===== src/rtl/exp4_unidade_controle_jogadas_pkg.sv =====
// +--------------------------------------------------------------------+
// | exp4_unidade_controle_jogadas_pkg: state codes and defaults         |
// | Rev 1.0                                                             |
// +--------------------------------------------------------------------+
`default_nettype none

package exp4_unidade_controle_jogadas_pkg;

  localparam int TIMEOUT_DEFAULT = 5000;

  localparam logic [3:0] EST_INICIAL     = 4'h0;
  localparam logic [3:0] EST_PREPARACAO  = 4'h1;
  localparam logic [3:0] EST_ESPERA      = 4'h2;
  localparam logic [3:0] EST_REGISTRA    = 4'h4;
  localparam logic [3:0] EST_COMPARACAO  = 4'h5;
  localparam logic [3:0] EST_PROXIMO     = 4'h6;
  localparam logic [3:0] EST_FIM_ACERTO  = 4'hA;
  localparam logic [3:0] EST_FIM_TIMEOUT = 4'hD;
  localparam logic [3:0] EST_FIM_ERRO    = 4'hE;

  typedef enum logic [3:0] {
    S_INICIAL     = EST_INICIAL,
    S_PREPARACAO  = EST_PREPARACAO,
    S_ESPERA      = EST_ESPERA,
    S_REGISTRA    = EST_REGISTRA,
    S_COMPARACAO  = EST_COMPARACAO,
    S_PROXIMO     = EST_PROXIMO,
    S_FIM_ACERTO  = EST_FIM_ACERTO,
    S_FIM_TIMEOUT = EST_FIM_TIMEOUT,
    S_FIM_ERRO    = EST_FIM_ERRO
  } estado_t;

endpackage

`default_nettype wire


===== src/rtl/exp4_unidade_controle_jogadas_contador_timeout.sv =====
// +--------------------------------------------------------------------+
// | contador_timeout: move-wait counter, fim at terminal count           |
// | Rev 1.0                                                             |
// +--------------------------------------------------------------------+
`default_nettype none

module contador_timeout #(
  parameter int TIMEOUT = 5000,
  parameter int TMO_W   = 16
) (
  input  logic clock,
  input  logic reset,
  input  logic zera,
  input  logic conta,
  output logic fim
);

  logic [TMO_W-1:0] count_q;
  logic [TMO_W-1:0] count_d;

  // Clear has priority so a move on the last cycle restarts from zero.
  always_comb begin
    count_d = count_q;
    if (zera) begin
      count_d = '0;
    end else if (conta) begin
      count_d = count_q + TMO_W'(1);
    end
  end

  always_ff @(posedge clock or negedge reset) begin
    if (!reset) begin
      count_q <= '0;
    end else begin
      count_q <= count_d;
    end
  end

  assign fim = (count_q == TMO_W'(TIMEOUT - 1));

endmodule

`default_nettype wire


===== src/rtl/exp4_unidade_controle_jogadas.sv =====
// +--------------------------------------------------------------------+
// | exp4_unidade_controle_jogadas: play-round control FSM               |
// | Rev 1.0                                                             |
// +--------------------------------------------------------------------+
`default_nettype none

module exp4_unidade_controle_jogadas
  import exp4_unidade_controle_jogadas_pkg::*;
#(
  parameter int TIMEOUT = TIMEOUT_DEFAULT,
  parameter int TMO_W   = 16
) (
  input  logic       clock,
  input  logic       reset,
  input  logic       iniciar,
  input  logic       jogada,
  input  logic       fimC,
  input  logic       chavesIgualMemoria,
  output logic       zeraC,
  output logic       contaC,
  output logic       zeraR,
  output logic       registraR,
  output logic       pronto,
  output logic       acertou,
  output logic       errou,
  output logic       timeout,
  output logic [3:0] db_estado
);

  estado_t state_q;
  estado_t state_d;
  logic    acertou_q, acertou_d;
  logic    errou_q, errou_d;
  logic    timeout_q, timeout_d;

  logic    tmo_zera;
  logic    tmo_conta;
  logic    tmo_fim;

  assign tmo_zera  = (state_q == S_PREPARACAO) || (state_q == S_PROXIMO) ||
                     ((state_q == S_ESPERA) && jogada);
  assign tmo_conta = (state_q == S_ESPERA);

  contador_timeout #(
    .TIMEOUT (TIMEOUT),
    .TMO_W   (TMO_W)
  ) u_contador_timeout (
    .clock (clock),
    .reset (reset),
    .zera  (tmo_zera),
    .conta (tmo_conta),
    .fim   (tmo_fim)
  );

  always_comb begin
    state_d = state_q;
    case (state_q)
      S_INICIAL:     if (iniciar) state_d = S_PREPARACAO;
      S_PREPARACAO:  state_d = S_ESPERA;
      S_ESPERA: begin
        if (jogada) begin
          state_d = S_REGISTRA;
        end else if (tmo_fim) begin
          state_d = S_FIM_TIMEOUT;
        end
      end
      S_REGISTRA:    state_d = S_COMPARACAO;
      S_COMPARACAO: begin
        if (!chavesIgualMemoria) begin
          state_d = S_FIM_ERRO;
        end else if (fimC) begin
          state_d = S_FIM_ACERTO;
        end else begin
          state_d = S_PROXIMO;
        end
      end
      S_PROXIMO:     state_d = S_ESPERA;
      S_FIM_ACERTO,
      S_FIM_TIMEOUT,
      S_FIM_ERRO:    if (iniciar) state_d = S_PREPARACAO;
      default:       state_d = S_INICIAL;
    endcase
  end

  // FIM states are only left through PREPARACAO, so tracking the next
  // state both sets the flag on entry and clears it on restart.
  always_comb begin
    acertou_d = (state_d == S_FIM_ACERTO);
    errou_d   = (state_d == S_FIM_ERRO);
    timeout_d = (state_d == S_FIM_TIMEOUT);
  end

  always_ff @(posedge clock or negedge reset) begin
    if (!reset) begin
      state_q   <= S_INICIAL;
      acertou_q <= 1'b0;
      errou_q   <= 1'b0;
      timeout_q <= 1'b0;
    end else begin
      state_q   <= state_d;
      acertou_q <= acertou_d;
      errou_q   <= errou_d;
      timeout_q <= timeout_d;
    end
  end

  assign zeraC     = (state_q == S_PREPARACAO);
  assign zeraR     = (state_q == S_PREPARACAO);
  assign contaC    = (state_q == S_PROXIMO);
  assign registraR = (state_q == S_REGISTRA);
  assign pronto    = (state_q == S_FIM_ACERTO) || (state_q == S_FIM_TIMEOUT) ||
                     (state_q == S_FIM_ERRO);
  assign acertou   = acertou_q;
  assign errou     = errou_q;
  assign timeout   = timeout_q;
  assign db_estado = state_q;

endmodule

`default_nettype wire

===== config.mk =====
export PLATFORM = sky130hd
export DESIGN_NAME = exp4_unidade_controle_jogadas
export DESIGN_NICKNAME = d
export VERILOG_FILES = /design/src/rtl/exp4_unidade_controle_jogadas_pkg.sv /design/src/rtl/exp4_unidade_controle_jogadas_contador_timeout.sv /design/src/rtl/exp4_unidade_controle_jogadas.sv
export SDC_FILE = /design/constraint.sdc
export NUM_CORES = 1
export LEC_CHECK = 0
export CORE_MARGIN = 2
export CORE_UTILIZATION = 33
export CTS_BUF_LIST = sky130_fd_sc_hd__clkbuf_4 sky130_fd_sc_hd__clkbuf_8
export DETAILED_ROUTE_END_ITERATION = 10
export PLACE_DENSITY = 0.63
export SETUP_SLACK_MARGIN = 0.15
export SYNTH_ARGS = -nofsm -noshare
export SYNTH_HDL_FRONTEND = slang
export SYNTH_SLANG_ARGS = --single-unit

===== constraint.sdc =====
create_clock -name clock -period 1.88 [get_ports clock]
set_input_delay 0.282 -clock clock [delete_from_list [all_inputs] [get_ports clock]]
set_output_delay 0.282 -clock clock [all_outputs]
set_load 0.01 [all_outputs]

==> Word level (Yosys, flattened, before mapping) <==
Cells that the tools add are included.
{ "word_totals": {"regBits": 23, "inputBits": 6, "output_inout_bits": 12, "wordCells": 35} }
{ "op_classes": {"add_sub_neg": 1, "n_eq_ne": 12, "n_mux": 8, "reduce_logical": 9} }
{ "ops": {"columns": ["operator", "n"], "rows": [
  ["2-to-1 mux 16 bit", 2],
  ["== test 4 bit, second input constant", 6],
  ["2-to-1 mux 4 bit", 5],
  ["one-hot mux 4 bit (5 select lines)", 1],
  ["adder 16 x 1 -> 16 bit, second input constant", 1],
  ["== test 16 x 13 -> 1 bit, second input constant", 1],
  ["== test 4 x 3 -> 1 bit, second input constant", 3],
  ["== test 4 x 1 -> 1 bit, second input constant", 1],
  ["== test 4 x 2 -> 1 bit, second input constant", 1],
  ["zero test 4 bit", 1],
  ["logical OR 1 bit", 4],
  ["OR reduction 4 bit", 1],
  ["nonzero test 2 bit", 1],
  ["OR reduction 2 bit", 1],
  ["logical AND 1 bit", 1]
]} }

==> Logic depth before layout (Yosys ltp) <==
Gate-level depths: netlist (run 1).
{ "logic_depth": {"ltp_word": 5, "mapped_depth": 6, "depth_no_buf": 5} }

==> Hierarchy <==
From an unflattened synthesis (run 1), not the netlist that was laid out.
{ "hier_totals": {"hier_cells": 133, "hier_area_um2": 1283.7} }
{ "modules_own_cells": {"columns": ["mod", "n_inst", "cells_each", "area_per_inst_um2", "seq_area_each_um2"], "rows": [
  ["contador_timeout", 1, 87, 844.6, 400.4],
  ["exp4_unidade_controle_jogadas", 1, 46, 439.2, 175.2]
]} }

==> Worst setup path after synthesis (run 1) <==
OpenSTA, ideal clock, no wires.
{ "synth_timing": {"path_type": "reg-to-output", "start": "register state_q[3] (netlist: db_estado[3])", "end": "output zeraR", "t_arrival_ns": 1.457, "required_time_ns": 1.598, "path_slack_ns": 0.141, "path_stages_with_launch": 4, "n_path_buf": 2, "path_cell_list": "dfrtp_1 > clkbuf_1 > nor4b_1 > buf_4"} }
{ "synth_via": {"elab_chain_len": 1} }
{ "synth_lines": {"columns": ["element", "line", "source"], "rows": [
  ["start: declaration", "exp4_unidade_controle_jogadas.sv:30", "estado_t state_q;"],
  ["start signal: assignment", "exp4_unidade_controle_jogadas.sv:100", "state_q <= state_d;"],
  ["== test 4 x 1 -> 1 bit", null, null],
  ["end: declaration", "exp4_unidade_controle_jogadas.sv:21", "output logic zeraR,"]
]} }
No other way between the ends.

==> Final worst setup path (run 1) <==
{ "layout_timing": {"start": "register state_q[2] (netlist: db_estado[2])", "end": "output db_estado[2]"} }
{ "layout_rtl": {"columns": ["element", "line", "source"], "rows": [
  ["end: declaration", "exp4_unidade_controle_jogadas.sv:27", "output logic [3:0] db_estado"]
]} }
No word-level cell between the ends.

==> results.yml, run 1 <==
synth:
  netlist.area_leader.share: 0.434
  synthesis.area_um2: 1330
  synth_area_leaders: "dfrtp_1 43%, o21ai_0 4.2%, or3_1 3.8%"
  synth-async-reset-ratio: 1.00
  synth-seq-area-share: 0.434
  synth.avg_cell_area_um2: 9.41
  synthTopCellsByCount: "23 x dfrtp_1, 12 x nor2_1, 11 x o21ai_0, 9 x a21oi_1"
  yosysMostFrequentCell: "dfrtp_1"
  synth_edf_count: 0
  ys.flop_type: "dfrtp_1"
  ys_types: 42
  syn-num-nets: 148
  ys_ff_latch: 23
  ys_warn_count: 0
  syn_inst: 141
  synth_top_area_cell: "dfrtp_1"
critical_path:
  crit_buf_inv: 2
  cp_max_fo: 7
  arrival_ps: 1380
  cp-startpoint: "db_estado[2]"
  cp_cell_sequence: "buf_4, clkdlybuf4s50_1"
  crit_type: "flip-flop to output pin"
  end_kind: "output pin"
  worst_path_max_delay_cell: "clkdlybuf4s50_1"
  reg2reg_from: "db_estado[3]"
  slowest_delay_ps: 540
  r2r_slack_ps: 230
  critPathTopFamily: "buffers and inverters"
  cp-start-kind: "flip-flop"
  cp_data_required_time_ps: 1600
sta:
  rsz0062_at_grt: "true"
  finalCritPeriodShare: 0.886
  fin_crit_ps: 1670
  hold_viol: 0
  setup-violations-final: 0
  fin_tns_setup_ps: 0
  fin_skew_ps: 8.44
  fmax_mhz: 600
  slew_viol_final: 0
  whs_ps: 358
  slew_headroom: 0.643
  fin_ws_ps: 213
  worstMarginPinSlew_ps: 531
route:
  detailedRoute.firstPassIterationCount: 4
  vias: 1210
  drt_iter0_markers: 70
  wl_per_cell_um: 14.3
  route.detailed.drc: 0
  routed_wirelength_um: 3180
  drtAntennaViolNets: 0
  avgViaCountPerCell: 5.45
global_route:
  grt_max_degree: 24
  grt_pass1_vias: 1178
  antenna_found_initial: 0
  grt_pass1_wl_um: 5310
  grt_util_all_layers: 0.154
  grt.overflow.total: 0
floorplan:
  boundaryPins: 18
  initial_utilization: 0.336
  die_w_um: 67.4
  dieArea_um2: 4540
  dieHeight_um: 67.4
  std_cell_rows: 23
  coreArea_um2: 3940
cells_and_area:
  fin_cells: 222
  finalNetCount: 180
  final_cell_area_um2: 1750
  drive_above_1_share: 0.238
  final_core_utilization: 0.443
  nFillCells: 379
  layout-area-overhead-vs-synth_pct: 31.6
  diodes: 0
power_and_ir_drop:
  power.switching_fraction: 0.374
  p_leak_nw: 0.743
  power.share.sequential: 0.332
  ir_worst_vdd_mv: 0.584
  powerDensity_nw_per_um2: 1070
  internal-power_mw: 1.16
  p_clk_frac: 0.171
  comb_power_share: 0.497
  power_mw: 1.86
  p_switching_mw: 0.696
cts:
  clk_latency_ps: 270
  max-clock-path-buffers: 2
  cts_max_level: 1
  cts.clk_slew.worst_paths_ps: 80
  cts_sinks: 23
  cts_made_buffers: 3
  holdBufCountCts: 0
  cts-root-buf: "clkbuf_8"
  cts_tree: "done"
place:
  dpl.cell_count: 209
  portBuffers: 17
  postPlaceCellArea_um2: 1590
  dp_slack_ps: 12.4
  hpwlAfterDp_um: 2150
  gp_congestion: 0.884
job:
  maxCapViolations: 0
min_path:
  min_path_type: "input port to asynchronous set/reset pin"
run_status:
  status: "completed"
## state kept, by name, indices dropped and copies added (netlist names)
signal / cells
timeout: 1
db_estado: 4
acertou: 1
errou: 1
u_contador_timeout.count_q: 16
## what timing repair did
action                                  4_1_cts  5_1_grt
pin swaps                                     0        2
gates cloned                                  0        0
resized for setup                            11       17
endpoints found under the setup margin       19       17
setup buffers                                 5        4
## per-layer routing
layer | global-route usage | wire length [um] | share of wire
met2 | 0.259 | 1570 | 0.49
met1 | 0.192 | 1410 | 0.44
met3 | 0.0200 | 147 | 0.046
met4 | 0.0791 | 57 | 0.018
met5 | 0 | 0 | 0
## kinds of logic after synthesis
| group | after synthesis | share of synthesized area |
|---|---|---|
| xor gates and xnor gates | 5 | 0.0330 |
| DFF | 23 | 0.434 |
| muxes | 1 | 0.00849 |
| AOI/OAI and AO/OA | 37 | 0.188 |
| adders and majority gates | 1 | 0.00943 |
| buffers and inverters | 10 | 0.0434 |
| and+or+nand+nor | 64 | 0.284 |
## area by class of cell
class,instances,area [um^2],share of cell area
well taps,50,62.6,0.0358
multi-input cells,108,751,0.430
flip-flops and latches,23,581,0.333
clock buffers,4,48.8,0.0280
repair buffers,34,292,0.167
inverters,3,11.3,0.00645
## path summary, 6_finish.rpt
check | to | cells past startpoint
max | db_estado[2] | 2
min | u_contador_timeout.count_q[4] | 2
max reg2reg | db_estado[0] | 5
min reg2reg | u_contador_timeout.count_q[1] | 1
max in group asynchronous | db_estado[3] | 2
min in group clock | u_contador_timeout.count_q[1] | 1
## power by group through the flow
stage | sequential, mW | combinational [mW] | clock, mW
2_1_floorplan | 0.635 | 0.438 | 0
3_3_place_gp | 0.657 | 0.728 | 0
3_5_place_dp | 0.656 | 0.740 | 0
4_1_cts | 0.622 | 0.808 | 0.323
5_1_grt | 0.626 | 1.01 | 0.354
6_report | 0.617 | 0.926 | 0.318
## cells in the final DEF (no fill, tap or decap), types with 2 or more instances in the layout
master	synthesis	final
o22a_1	2	2
nor3b_1	2	2
nand4_1	2	2
or3_1	8	7
a21oi_1	9	7
nor4_1	3	3
dlygate4sd2_1	0	3
and3_1	4	3
buf_4	3	16
and4_1	3	2
a21oi_2	0	2
nand2b_1	3	3
o211ai_1	4	4
clkbuf_8	0	3
nand3_1	6	6
dfrtp_1	23	19
nand2_1	8	8
clkdlybuf4s50_1	0	11
clkbuf_2	0	2
nor3_1	3	3
o21ai_0	11	11
nor2_1	12	11
inv_1	3	2
o221ai_1	2	2
dfrtp_2	0	4
xor2_1	5	5
No activity file was read; power rests on OpenSTA's default activity.
==> inputs of run 2 (changes only) <==
Settings changed: ABC_AREA from default to 1, PLACE_DENSITY 0.63 to 0.62.
==> run 2 against run 1 <==
Against the previous run:
- sequential share of layout area fell by 1.6 points
- synthesized cell count is 51% higher
- count of clock-buffer cells in the layout down 1
- maximum frequency down 2.5%
- clock power rose by 3%
- wire length is 12% higher
- flip-flop and latch count unchanged
- worst hold slack gained 6.3 ps
- combinational power increased by 19%
- first-iteration DRC count increased by 23%
- via count is 21% higher
==> results.yml, run 2 <==
run_status:
  status: "completed"
floorplan:
  coreArea_um2: 4350
  std_cell_rows: 24
  die_w_um: 71.2
  dieArea_um2: 5070
  dieHeight_um: 71.2
  boundaryPins: 18
  initial_utilization: 0.343
sta:
  whs_ps: 364
  finalCritPeriodShare: 0.909
  slew_viol_final: 0
  fin_tns_setup_ps: 0
  slew_headroom: 0.720
  fmax_mhz: 585
  rsz0062_at_grt: "true"
  hold_viol: 0
  fin_skew_ps: 3.79
  fin_crit_ps: 1710
  setup-violations-final: 0
  worstMarginPinSlew_ps: 416
cts:
  cts.clk_slew.worst_paths_ps: 90
  cts_sinks: 23
  cts_tree: "done"
  cts-root-buf: "clkbuf_8"
  holdBufCountCts: 0
  max-clock-path-buffers: 2
  clk_latency_ps: 270
  cts_max_level: 1
  cts_made_buffers: 3
cells_and_area:
  final_common_cell: "nand2_1"
  drive_above_1_share: 0.138
  diodes: 0
  nFillCells: 441
  layout-area-overhead-vs-synth_pct: 22.6
  largest_reg_flops: 16
  finalNetCount: 248
  final_core_utilization: 0.420
  multi_input_area_um2: 772
  final_cell_mix: "60 x nand2_1, 27 x inv_1, 25 x nor2_1, 20 x dfrtp_1, 18 x nand4_1"
  regMostFlops: "u_contador_timeout.count_q"
  regArea_um2: 579
route:
  detailedRoute.firstPassIterationCount: 4
  route.detailed.drc: 0
  drtAntennaViolNets: 0
  vias: 1460
  drt_iter0_markers: 86
  routed_wirelength_um: 3560
  wl_per_cell_um: 12.2
  avgViaCountPerCell: 5.00
synth:
  synth.avg_cell_area_um2: 7.00
  synth-seq-area-share: 0.386
  synth_top_area_cell: "dfrtp_1"
  synthesis.area_um2: 1490
  syn_inst: 213
  synth-async-reset-ratio: 1.00
  synthTopCellsByCount: "60 x nand2_1, 27 x inv_1, 26 x nor2_1, 23 x dfrtp_1, 18 x nand4_1"
  synth_area_leaders: "dfrtp_1 39%, nand2_1 15%, nand4_1 7.6%"
  synth_edf_count: 0
  ys_types: 26
  netlist.area_leader.share: 0.386
  yosysMostFrequentCell: "nand2_1"
  ys.flop_type: "dfrtp_1"
  syn-num-nets: 220
  ys_warn_count: 0
  ys_ff_latch: 23
global_route:
  grt_max_degree: 24
  grt_util_all_layers: 0.154
  antenna_found_initial: 0
  grt_pass1_wl_um: 6310
  grt.overflow.total: 0
  grt_pass1_vias: 1441
critical_path:
  cp_max_fo: 3
  cp-start-kind: "flip-flop"
  crit_type: "flip-flop to output pin"
  arrival_ps: 1430
  end_kind: "output pin"
  reg2reg_from: "db_estado[3]"
  cp_data_required_time_ps: 1600
  cp-startpoint: "db_estado[3]"
power_and_ir_drop:
  ir_worst_vdd_mv: 0.598
  powerDensity_nw_per_um2: 1170
  p_leak_nw: 0.895
job:
  maxCapViolations: 0
place:
  hpwlAfterDp_um: 2540
  gp_congestion: 0.838
  portBuffers: 17
min_path:
  min_path_type: "input port to asynchronous set/reset pin"
==> run 2: cell types whose count changed after synthesis, moves of 5 or more <==
cell and delta:
inv_1 +24, nand2_1 +52, nand3_1 +7, nand4_1 +16, nor2_1 +14, or3_1 -8, xor2_1 -5
==> run 2: kinds of logic after synthesis <==
logic type / synth area share
adder cells (fa/ha/maj): 0.00839
flip-flops: 0.386
buffers and inverters: 0.107
AO/OA/AOI/OAI: 0.102
AND/OR/NAND/NOR: 0.398
==> run 2: where the power goes <==
| part | internal, mW | total (mW) | switching [mW] |
|---|---|---|---|
| logic | 0.415 | 1.10 | 0.689 |
| clock network | 0.150 | 0.327 | 0.177 |
| registers | 0.597 | 0.708 | 0.111 |
| total | 1.16 | 2.14 | 0.976 |
==> run 2: path summary, 6_finish.rpt <==
kind                                                  endpoint  slack (ps)  cells past startpoint
worst max-delay path                                     zeraC         170                      5
worst min-delay path             u_contador_timeout.count_q[8]         360                      2
worst max register to register                         timeout         360                     10
worst min register to register  u_contador_timeout.count_q[14]         560                      2
max in group asynchronous                         db_estado[2]        1260                      2
min in group clock              u_contador_timeout.count_q[14]         560                      2
==> run 2: timing repair <==
item                                    CTS  global route
resized for setup                        10             3
endpoints found under the setup margin    5             7
setup buffers                             6             1
pin swaps                                 1             0
==> run 2: cell type report <==
type	instances	share of cell area
multi-input combinational	155	0.422
sequential	23	0.317
timing repair buffer	26	0.130
inverter	32	0.0684
tap	52	0.0356
clock buffer	3	0.0226
clock inverter	1	0.00411
==> run 2: stage by stage <==
stage / total power, mW / instance area [um^2] / setup slack, ps / instances
after global placement: 1.73 / 1710 / 202 / 281
after detailed placement: 1.72 / 1710 / 230 / 281
after floorplan: 1.48 / 1490 / 465 / 213
after CTS: 2.14 / 1810 / 19.5 / 291
final: 2.14 / 1830 / 171 / 292
after global routing: 2.32 / 1830 / 80.1 / 292
==> run 2: worst max-delay path, cell delays in order (launching register included) <==
cell and delay [ps]:
dfrtp_2 440, buf_4 150, nor2_4 150, nand2_1 100, inv_1 70, dlygate4sd2_1 260
==> run 2: routing by layer <==
layer / GRT usage / vias to the layer above / share of wire
li1: - / 756 / -
met1: 0.193 / 676 / 0.48
met2: 0.266 / 24 / 0.48
met3: 0.0338 / 4 / 0.027
met4: 0.0440 / 0 / 0.013
met5: 0 / - / 0
==> inputs of run 3 (changes only) <==
Settings changed: RECOVER_POWER from default to 50, SETUP_SLACK_MARGIN 0.15 to default, SYNTH_HIERARCHICAL from default to 1.
==> run 3 against run 2 <==
Against the previous run:
- cell area fell by 3.6%
- combinational power fell by 6%
- critical path depth rose by 1
- sequential share of layout area rose by 1.0 points
- register-to-register slack got worse by 210 ps
==> results.yml, run 3 <==
cells_and_area:
  regArea_um2: 577
  final_core_utilization: 0.438
  drive_above_1_share: 0.191
  largest_reg_flops: 16
  finalNetCount: 238
  final_cell_mix: "42 x nand2_1, 41 x nor2_1, 23 x inv_1, 22 x dfrtp_1, 12 x buf_4"
  diodes: 0
  regMostFlops: "u_contador_timeout/count_q"
  nFillCells: 427
  multi_input_area_um2: 718
  final_common_cell: "nand2_1"
  layout-area-overhead-vs-synth_pct: 26.8
min_path:
  min_path_type: "input port to asynchronous set/reset pin"
floorplan:
  dieArea_um2: 4750
  die_w_um: 68.9
  initial_utilization: 0.345
  dieHeight_um: 68.9
  std_cell_rows: 23
  boundaryPins: 18
  coreArea_um2: 4030
synth:
  syn-num-nets: 207
  synthTopCellsByCount: "45 x nor2_1, 42 x nand2_1, 25 x inv_1, 23 x dfrtp_1, 11 x o21ai_0"
  synth_top_family_by_area: "simple AND/OR/NAND/NOR gates"
  synth_top_area_cell: "dfrtp_1"
  synth-simple-area-share: 0.400
  netlist.area_leader.share: 0.414
  ys_ff_latch: 23
  synthesis.area_um2: 1390
  synth_compound_area_frac: 0.0792
  syn_inst: 200
  synthAdderAreaFrac: 0.00900
  synthXorXnorAreaFrac: 0.00630
  yosysMostFrequentCell: "nor2_1"
  synth.avg_cell_area_um2: 6.95
  ys_warn_count: 6
  ys_types: 21
  synth-seq-area-share: 0.414
  synthMuxAreaShare: 0
  synth-async-reset-ratio: 1.00
  synth_area_leaders: "dfrtp_1 41%, nor2_1 12%, nand2_1 11%"
  synth_edf_count: 0
  ys.flop_type: "dfrtp_1"
global_route:
  grt_util_all_layers: 0.154
  antenna_found_initial: 0
  grt_pass1_wl_um: 5490
  grt.overflow.total: 0
  grt_pass1_vias: 1229
  grt_max_degree: 24
sta:
  fin_crit_ps: 1750
  slew_headroom: 0.804
  worstMarginPinSlew_ps: 295
  hold_viol: 0
  finalCritPeriodShare: 0.931
  fin_ws_ps: 130
  setup-violations-final: 0
  fmax_mhz: 572
  fin_skew_ps: 11.6
  slew_viol_final: 0
  whs_ps: 430
job:
  maxCapViolations: 0
critical_path:
  cp_data_required_time_ps: 1600
  crit_buf_inv: 2
  crit_type: "flip-flop to output pin"
  arrival_ps: 1470
  end_kind: "output pin"
  cpMostUsedCell: "nor2_2"
  slowest_delay_ps: 410
  cp_max_fo: 3
  worst_path_max_delay_cell: "dfrtp_1"
  cp_cell_sequence: "buf_4, nand2_1, nor2_2, nor2_2, o21ai_0, clkdlybuf4s15_1"
  cp-start-kind: "flip-flop"
  critPathTopFamily: "flip-flops"
power_and_ir_drop:
  powerDensity_nw_per_um2: 1120
  comb_power_share: 0.522
  p_switching_mw: 0.834
  internal-power_mw: 1.14
  ir_worst_vdd_mv: 0.463
  power.share.sequential: 0.312
  p_leak_nw: 0.840
  power.switching_fraction: 0.422
  p_clk_frac: 0.166
place:
  dp_slack_ps: 51.5
  portBuffers: 17
  hpwlAfterDp_um: 2490
  gp_congestion: 0.897
cts:
  max-clock-path-buffers: 2
  cts_sinks: 23
  cts-root-buf: "clkbuf_8"
  clk_latency_ps: 270
  cts.clk_slew.worst_paths_ps: 90
  cts_max_level: 1
  cts_tree: "done"
  cts_made_buffers: 3
route:
  avgViaCountPerCell: 4.71
  drt_iter0_markers: 57
  routed_wirelength_um: 3160
  vias: 1319
  route.detailed.drc: 0
  wl_per_cell_um: 11.3
  drtAntennaViolNets: 0
  detailedRoute.firstPassIterationCount: 4
run_status:
  status: "completed"
[run 3: cell count changes in the layout (fill, tap and decap cells not counted), moves of 3 or more]
cell / before / now
dlygate4sd3_1: 0 / 5
nand4_1: 18 / 2
o21ai_1: 4 / 0
buf_4: 9 / 12
inv_1: 27 / 23
a21oi_1: 5 / 10
nor2_1: 25 / 41
nor2_2: 2 / 10
nand2_1: 60 / 42
nand3_1: 13 / 8
nand2_2: 1 / 5
clkdlybuf4s50_1: 11 / 7
nand3_2: 0 / 3
[run 3: final timing paths]
path	startpoint	endpoint	slack (ps)	depth (start not counted)
min in group clock	u_contador_timeout/count_q[15]	u_contador_timeout/count_q[15]	560	2
setup / recovery	db_estado[2]	pronto	130	6
hold / removal	reset	u_contador_timeout/count_q[2]	430	2
hold reg to reg	u_contador_timeout/count_q[15]	u_contador_timeout/count_q[15]	560	2
setup reg to reg	db_estado[2]	u_contador_timeout/count_q[13]	150	11
max in group asynchronous	reset	db_estado[3]	1200	2
[run 3: cells by family after synthesis]
logic type / after synthesis
xor gates and xnor gates: 1
and+or+nand+nor: 123
adders and majority gates: 1
AOI/OAI and AO/OA: 22
DFF: 23
buffers and inverters: 30
[run 3: power by group through the flow]
stage / clock, mW / sequential, mW / combinational [mW]
after global placement: 0 / 0.622 / 0.972
after floorplan: 0 / 0.629 / 0.601
after global routing: 0.355 / 0.624 / 1.13
after detailed placement: 0 / 0.625 / 0.984
after CTS: 0.335 / 0.618 / 0.970
final: 0.329 / 0.616 / 1.03
[run 3: cell type report]
cell class                 count  area share
clock buffer                   4      0.0277
inverter                      27      0.0575
multi-input combinational    147       0.407
sequential                    23       0.327
tap                           50      0.0355
timing repair buffer          29       0.145
[run 3: timing repair]
action / in CTS / in global routing
hold buffers: 0 / 0
setup buffers: 0 / 3
cloned: 0 / 0
gates resized for setup: 8 / 7
setup endpoints to repair: 5 / 9
pin swaps: 0 / 4
[run 3: metal layers]
metal / track usage / up-vias / wire [um]
li1: - / 684 / -
met1: 0.226 / 604 / 1650
met2: 0.232 / 29 / 1400
met3: 0.0195 / 2 / 90
met4: 0.0515 / 0 / 27
met5: 0 / - / 0
[run 3: worst register-to-register path: cells and delay by family, from the launching register on]
kind,cells,cell delay [ps]
AOI/OAI and AO/OA,1,210
buffers and inverters,1,150
DFF,1,410
and+or+nand+nor,9,880
[run 3: metrics by stage]
| step | instance area [um^2] | total power, mW | std cells | setup TNS (ps) |
|---|---|---|---|---|
| global placement | 1670 | 1.59 | 273 | 0 |
| global route | 1760 | 2.11 | 280 | -11.1 |
| CTS | 1720 | 1.92 | 277 | 0 |
| detailed placement | 1670 | 1.61 | 273 | 0 |
| finish | 1760 | 1.97 | 280 | 0 |
| floorplan | 1400 | 1.23 | 200 | 0 |
